--- config.mk ---
export PLATFORM = sky130hd
export DESIGN_NAME = bypass_fifo
export DESIGN_NICKNAME = d
export VERILOG_FILES = /design/src/rtl/bypass_fifo.sv
export SDC_FILE = /design/constraint.sdc
export NUM_CORES = 1
export LEC_CHECK = 0
export ABC_CLOCK_PERIOD_IN_PS = 5900
export CORE_MARGIN = 1
export CORE_UTILIZATION = 35
export DETAILED_ROUTE_END_ITERATION = 8
export MAX_ROUTING_LAYER = met4
export PLACE_DENSITY = 0.55
export SLEW_MARGIN = 10
export SYNTH_ARGS = -nofsm -noshare
export SYNTH_HDL_FRONTEND = slang
export SYNTH_SLANG_ARGS = --single-unit
--- constraint.sdc ---
create_clock -name clock -period 5.9 [get_ports clock]
set_input_delay 1.475 -clock clock [delete_from_list [all_inputs] [get_ports clock]]
set_output_delay 1.475 -clock clock [all_outputs]
set_load 0.01 [all_outputs]
--- src/rtl/bypass_fifo.sv ---
`default_nettype none
// ============================================================================
//  Module      : bypass_fifo
//  Description : DEPTH-entry FIFO with a zero-latency bypass path when storage
//                is empty, plus an occupancy output. Optional overflow and
//                underflow pulses are enabled by BYPASS_FIFO_ERROR_FLAGS_EN.
//  Revision    : 1.0 - initial release
// ============================================================================
module bypass_fifo #(
    parameter int WIDTH = 8,
    parameter int DEPTH = 4
) (
    input  logic                         clock,
    input  logic                         resetn,
    input  logic                         write_enable,
    input  logic [WIDTH-1:0]             write_data,
    output logic                         full,
    input  logic                         read_enable,
    output logic [WIDTH-1:0]             read_data,
    output logic                         empty,
    output logic [$clog2(DEPTH+1)-1:0]   level
`ifdef BYPASS_FIFO_ERROR_FLAGS_EN
    ,
    output logic                         overflow,
    output logic                         underflow
`endif
);

    localparam int c_ptr_w = $clog2(DEPTH);
    localparam int c_cnt_w = $clog2(DEPTH + 1);
    localparam logic [c_ptr_w-1:0] c_ptr_last = c_ptr_w'(DEPTH - 1);
    localparam logic [c_ptr_w-1:0] c_ptr_zero = '0;
    localparam logic [c_ptr_w-1:0] c_ptr_one  = c_ptr_w'(1);
    localparam logic [c_cnt_w-1:0] c_cnt_full = c_cnt_w'(DEPTH);
    localparam logic [c_cnt_w-1:0] c_cnt_one  = c_cnt_w'(1);

    logic [WIDTH-1:0]   r_mem [DEPTH];
    logic [c_ptr_w-1:0] r_wr_ptr;
    logic [c_ptr_w-1:0] r_rd_ptr;
    logic [c_cnt_w-1:0] r_count;
    logic               r_full;

    logic               w_stored;
    logic               w_empty;
    logic               w_wr_acc;
    logic               w_rd_acc;
    logic               w_bypass;
    logic               w_push;
    logic               w_pop;
    logic [c_ptr_w-1:0] w_wr_ptr_next;
    logic [c_ptr_w-1:0] w_rd_ptr_next;
    logic [c_cnt_w-1:0] w_count_next;

    assign w_stored = (r_count != '0);
    assign w_empty  = !w_stored && !write_enable;
    // Full is registered, so a same-cycle read never frees space for a write.
    assign w_wr_acc = write_enable && !r_full;
    assign w_rd_acc = read_enable && !w_empty;
    // Write consumed directly by the read: storage is left untouched.
    assign w_bypass = !w_stored && w_wr_acc && w_rd_acc;
    assign w_push   = w_wr_acc && !w_bypass;
    assign w_pop    = w_rd_acc && !w_bypass;

    always_comb begin
        w_wr_ptr_next = r_wr_ptr;
        w_rd_ptr_next = r_rd_ptr;
        w_count_next  = r_count;
        if (w_push) begin
            w_wr_ptr_next = (r_wr_ptr == c_ptr_last) ? c_ptr_zero : r_wr_ptr + c_ptr_one;
        end
        if (w_pop) begin
            w_rd_ptr_next = (r_rd_ptr == c_ptr_last) ? c_ptr_zero : r_rd_ptr + c_ptr_one;
        end
        case ({w_push, w_pop})
            2'b10:   w_count_next = r_count + c_cnt_one;
            2'b01:   w_count_next = r_count - c_cnt_one;
            default: w_count_next = r_count;
        endcase
    end

    always_ff @(posedge clock or negedge resetn) begin
        if (!resetn) begin
            r_wr_ptr <= '0;
            r_rd_ptr <= '0;
            r_count  <= '0;
            r_full   <= 1'b0;
        end else begin
            r_wr_ptr <= w_wr_ptr_next;
            r_rd_ptr <= w_rd_ptr_next;
            r_count  <= w_count_next;
            r_full   <= (w_count_next == c_cnt_full);
        end
    end

    // Storage contents are don't-care until written, so no reset here.
    always_ff @(posedge clock) begin
        if (w_push) begin
            r_mem[r_wr_ptr] <= write_data;
        end
    end

    assign full      = r_full;
    assign empty     = w_empty;
    assign level     = r_count;
    assign read_data = w_stored ? r_mem[r_rd_ptr] : write_data;

`ifdef BYPASS_FIFO_ERROR_FLAGS_EN
    logic r_overflow;
    logic r_underflow;

    always_ff @(posedge clock or negedge resetn) begin
        if (!resetn) begin
            r_overflow  <= 1'b0;
            r_underflow <= 1'b0;
        end else begin
            r_overflow  <= write_enable && r_full;
            r_underflow <= read_enable && w_empty;
        end
    end

    assign overflow  = r_overflow;
    assign underflow = r_underflow;
`endif

endmodule
`default_nettype wire
==> metrics.txt, run 1 <==
Synth async-reset ratio=20.00%; Crit-path slowest cell=clkdlybuf4s50_1; Worst Skew=0.007186 ns; worst-margin pin slew=~0.74 ns; Skew-Pair Late Insertion Delay=0.30 ns; GPL Wtd Cong=between 0.7 and 0.8; Area growth syn-to-layout=23.35%; DR iter-0 viols=77; CP max stage delay=approximately 0.54 ns; crit path kind=input pin to output port; Max transition margin=50.25%; cell depth of the worst flop-to-flop path=9; CTS Hold Buffers Added=0; top cell type's share of synthesized area=54.66%; DRT Pass-1 Iters=4; synthesized area=about 0.0018 mm^2; CTS tree=built; Mean Syn Cell Area=15.56 um^2; largest area contributor in the netlist=edfxtp_1; maximum vdd drop=roughly 0.21 mV; largest net degree at the start of global routing=13; Worst EP required=4.43 ns; fin crit share=between 70% and 80%; PD cells=508.5 mW/mm^2; Crit Reg-Reg Startpoint=level[0]; WL per Instance=15.46 um; status=complete, no violations; clk root buf=clkbuf_8; DR top layer=met4; crit path DAT=between 2 and 3 ns; DRT antenna net count=0; Gates resized, CTS repair=0; M1 WL=1.440 mm; min-delay src=r_wr_ptr[1]; die height=about 73 um; Fmax=238.9 MHz; crit path time final=4.185 ns; port bufs=24; die width=72.87 um; top cells by count, synth=edfxtp_1 (32), nand2_1 (25), dfrtp_1 (8), mux4_2 (8), inv_1 (7); setup total negative slack=0 ns; Hold Violations, Final=0; DP Worst Slack=1.703 ns; r2r endpoint=full; die area=0.005310 mm^2; CTS H-tree lvls=2; top_reg_cell synth=edfxtp_1; Finished Layout Cells=~210; final count of negative-setup-slack endpoints=0; Initial Utilization=36.73%; ANT cells=0; initial antenna violation count=0; I/O pins=25; # DRC=0; Clock Tree Buf Depth=2; max-slew violations=0; CTS buffer count=5; R2R Setup Slk=3.01 ns; max-cap violation count=0; setup ws final=1.715 ns; total gr overflow=0; Pleak=0.8098 nW; Max FO, Critical Path=5; layout cells sized above 1=14.79%; first-pass GRT wire length=5.195 mm; Syn Inst Count=113; Setup Buffers After CTS=0; CTS Sinks=40; Fillers=428; core area=0.004786 mm^2; count of cell types in the netlist=23; Hold EP=r_wr_ptr[1]; met3 wire length=123 um; # rows=25; count leader, synth=edfxtp_1; CP startpoint kind=input pin; clock-pin slew on the worst setup and hold paths=0.07 ns; Post-synth EDFFs=32; hold path cells=1; syn_nets=132; Routed WL=3.232 mm; vias per inst=around 4.7; hold crit path type=register to register; metal2 WL=1.610 mm; Worst setup EP type=output port; sequential share of the synthesized area=about 66%; GRT Total Usage=14.59%; dpl cells=between 200 and 250; HPWL after DPL=between 2 and 2.5 mm; Area contributors post-synth=edfxtp_1 (55%), dfrtp_1 (11%), mux4_2 (10%); yosys warns=0; Final #Nets=160; Cell Chain, Critical Path=clkdlybuf4s50_1, nand2_1, nand2_1, clkdlybuf4s50_1; via count=972; Synth Register Bits=40; RSZ-0062 raised after global routing=no; number of global-route vias before repair=1020
[layout by cell type (no fill, tap or decap)]
cell / Yosys / layout
o21ai_0: 1 / 1
clkinv_1: 0 / 2
bufinv_16: 0 / 1
mux4_2: 8 / 8
a21oi_2: 1 / 1
nor3_2: 1 / 1
fa_1: 1 / 1
xnor2_1: 1 / 1
o21ai_4: 1 / 1
nand2b_1: 1 / 1
and2_1: 5 / 5
xor2_1: 1 / 1
or3_1: 2 / 2
ha_1: 6 / 6
a211oi_1: 1 / 1
dfrtp_1: 8 / 8
edfxtp_1: 32 / 32
mux2_2: 4 / 4
inv_1: 7 / 7
clkdlybuf4s50_1: 0 / 24
clkbuf_8: 0 / 5
nand2_1: 25 / 25
mux2i_1: 1 / 1
nor2_1: 3 / 3
[sequential cells by signal, indices dropped and copies added, names as in the netlist]
signal    flops
r_rd_ptr      2
full          1
r_mem        32
r_wr_ptr      2
level         3
[kinds of logic after synthesis]
group	after synthesis	synth area share [%]
buf+inv	10	2.633
mux	13	13.38
fa+ha+maj	7	5.409
compound gates	4	2.135
xor+xnor	2	0.9966
simple gates	37	9.395
flops	40	66.05
[final cells by class]
class / instances / area, um^2 / share of cell area, %
sequential: 40 / 1161 / 53.55
clock inverter: 3 / 37.54 / 1.731
multi-input combinational: 63 / 550.5 / 25.39
timing repair buffer: 24 / 240.2 / 11.08
inverter: 7 / 26.28 / 1.212
tap: 67 / 83.83 / 3.866
clock buffer: 5 / 68.82 / 3.174
[worst max path at each step]
stage | startpoint | to | cells after the start | slack (ns)
CTS | write_data[6] | read_data[6] | 4 | 1.70
global route | write_data[2] | read_data[2] | 4 | 1.63
finish | write_data[1] | read_data[1] | 4 | 1.71
global placement | write_data[6] | read_data[6] | 4 | 1.72
floorplan | write_enable | empty | 1 | 2.78
detailed placement | write_data[6] | read_data[6] | 4 | 1.70
[worst max-delay path, delay by kind of cell]
| family | cells | cell delay, ns |
|---|---|---|
| buf+inv | 2 | 1.08 |
| simple gates | 2 | 0.15 |
[report_power, final]
| part | internal (mW) | leakage, nW | switching [mW] | total, mW |
|---|---|---|---|---|
| Combinational | 0.243 | 0.367 | 0.199 | 0.442 |
| Sequential | 0.379 | 0.389 | 0.0657 | 0.445 |
| Clock | 0.123 | 0.0532 | 0.0929 | 0.216 |
| Total | 0.745 | 0.810 | 0.358 | 1.10 |
[layer usage]
layer / vias to the layer above / GRT usage (%)
li1: 463 / -
met5: - / -
met1: 487 / 17.25
met4: 0 / 5.882
met2: 16 / 22.95
met3: 6 / 4.972
[per-stage QoR]
stage	hold WS, ns	instance area [um^2]	util [%]	power [mW]
after floorplan	0.5340	1758	-	0.7085
after global placement	0.5554	2062	43.09	0.8881
after detailed placement	0.5709	2062	43.09	0.9026
after CTS	0.5872	2168	45.31	1.118
after global routing	0.6135	2168	45.31	1.175
final	0.5835	2168	45.31	1.103
No activity file was read; power rests on OpenSTA's default activity.
==> run 2, diff against run 1 <==
ABC_CLOCK_PERIOD_IN_PS = 4200   (was 5900)
clock period = 4.2 ns   (was 5.9 ns; I/O delays follow)
==> run 2 against run 1 <==
- critical path depth is the same
- sequential power is 40% higher
- non-clock buffer count unchanged
- clock skew shrank 0.0013 ns
- worst hold slack improved by 0.00076 ns
- routed wire length up 2.3%
- core utilization shrank 0.50 points
- largest cell class unchanged
- largest power group unchanged
==> metrics.txt, run 2 (synthesized netlist as in run 1, its figures left out) <==
Worst setup EP type=output port; area occupied by multi-input gates=550.5 um^2 (unchanged); # DRC=0 (unchanged); CP startpoint kind=input pin; Pleak=0.8019 nW (-0.97%); DR iter-0 viols=36 (-53%); Worst Path Buf+Inv=2 (unchanged); number of global-route vias before repair=1012 (-0.78%); core area=0.004786 mm^2 (unchanged); via count=966 (-0.62%); Crit Reg-Reg Startpoint=level[0]; die area=0.005310 mm^2 (unchanged); Setup Buffers After CTS=0 (unchanged); Routed WL=3.307 mm (+2.3%); Area growth syn-to-layout=21.99%; R2R Setup Slk=1.31 ns (-1.70 ns); Final #Nets=160 (unchanged); worst-margin pin slew=0.7394 ns (-0.002775 ns); number of flip-flops in the largest register=32 (unchanged); port bufs=24 (unchanged); Hold EP=r_wr_ptr[1]; crit path time final=3.353 ns; total gr overflow=0 (unchanged); r2r endpoint=full; min-delay src=r_wr_ptr[1]; layout cells sized above 1=15.49% (+0.70 points); largest net degree at the start of global routing=13 (unchanged); clock-pin slew on the worst setup and hold paths=0.07 ns (about the same); HPWL after DPL=2.175 mm (+0.11%); Max transition margin=50.44% (+0.19 points); hold path cells=1 (unchanged); CP max stage delay=0.57 ns (+0.03 ns); Crit-path slowest cell=clkdlybuf4s50_1; WL per Instance=15.82 um (+2.3%); I/O pins=25 (unchanged); CTS H-tree lvls=2 (unchanged); DRT Pass-1 Iters=4 (unchanged); final core utilization=44.81% (-0.50 points); CTS Hold Buffers Added=0 (unchanged); Gates resized, CTS repair=0 (unchanged); maximum vdd drop=0.3005 mV (+43%); CTS buffer count=5 (unchanged); register area=0.001161 mm^2 (unchanged); Hold Violations, Final=0 (unchanged); GPL Wtd Cong=0.7484 (about the same); ANT cells=0 (unchanged); DRT antenna net count=0 (unchanged); max-slew violations=0 (unchanged); Cell Chain, Critical Path=clkdlybuf4s50_1, nand2_1, nand2_1, clkdlybuf4s50_1; Critical Path Start=write_data[2]; clk root buf=clkbuf_8; Fmax=about 300 MHz; setup total negative slack=0 ns (unchanged); first-pass GRT wire length=5.181 mm (-0.27%); CTS tree=built; die width=72.87 um (unchanged); most common cell after layout, fill and taps aside=edfxtp_1; GRT Total Usage=14.82% (+0.24 points); crit path kind=input pin to output port; initial antenna violation count=0 (unchanged); Most flops, register=r_mem; PD cells=695.1 mW/mm^2 (+37%); cell depth of the worst flop-to-flop path=9 (unchanged); commonest cells after routing, fill and taps aside=edfxtp_1 (32), nand2_1 (25), clkdlybuf4s50_1 (24); status=complete, no violations; CTS Sinks=40 (unchanged); Clock Tree Buf Depth=2 (unchanged); Worst EP required=3.15 ns (-1.28 ns); Initial Utilization=36.73% (unchanged); vias per inst=4.622 (-0.62%); Worst Skew=0.005867 ns (-0.001320 ns); max-cap violation count=0 (unchanged); final count of negative-setup-slack endpoints=0 (unchanged); RSZ-0062 raised after global routing=no; fin crit share=79.83%; family with the most delay on the worst path=buffers and inverters; crit path DAT=2.30 ns (-0.41 ns); Max FO, Critical Path=5 (unchanged); die height=72.87 um (unchanged); Skew-Pair Late Insertion Delay=0.29 ns (about the same); Fillers=443 (+3.5%); hold crit path type=register to register; # rows=25 (unchanged)
run 2: cell type report:
class | count | area share [%]
Multi-Input combinational cell | 63 | 25.67
Timing Repair Buffer | 24 | 11.20
Tap cell | 67 | 3.909
Inverter | 7 | 1.225
Sequential cell | 40 | 54.14
Clock buffer | 5 | 3.209
Clock inverter | 3 | 0.6418
run 2: report_power, final:
| group | internal, mW | leakage, nW | switching, mW |
|---|---|---|---|
| Clock | 0.113 | 0.0453 | 0.133 |
| Combinational | 0.342 | 0.367 | 0.279 |
| Sequential | 0.532 | 0.389 | 0.0914 |
run 2: how the worst max path moves through the flow:
stage | endpoint | slack (ns) | cells after the start
after detailed placement | full | 0.85 | 10
after global routing | read_data[1] | 0.75 | 4
after global placement | read_data[6] | 0.87 | 4
after CTS | read_data[2] | 0.85 | 4
final | read_data[2] | 0.85 | 4
after floorplan | full | 1.55 | 9
run 2: worst register-to-register path: cells and delay by family (launching register included):
| family | cells | cell delay (ns) |
|---|---|---|
| AOI/OAI and AO/OA | 2 | 0.51 |
| xor gates and xnor gates | 1 | 0.16 |
| adders and majority gates | 2 | 0.56 |
| buffers and inverters | 2 | 0.16 |
| DFF | 1 | 0.43 |
| and+or+nand+nor | 2 | 0.98 |
run 2: metal layers:
metal,global-route usage [%],wire length [um],vias to the layer above
met5,-,0,-
met4,5.882,56,0
met3,4.972,113,5
met2,23.99,1659,17
met1,17.03,1477,479
li1,-,-,465
run 2: stage by stage:
stage	std cells	setup WS (ns)	hold slack (ns)	cell area [um^2]	power, mW
after floorplan	113	1.553	0.5340	1758	0.9952
after global placement	201	0.8748	0.5554	2062	1.248
after detailed placement	201	0.8475	0.5761	2062	1.267
after CTS	209	0.8481	0.5935	2145	1.515
after global routing	209	0.7486	0.6137	2145	1.592
final	209	0.8473	0.5843	2145	1.491
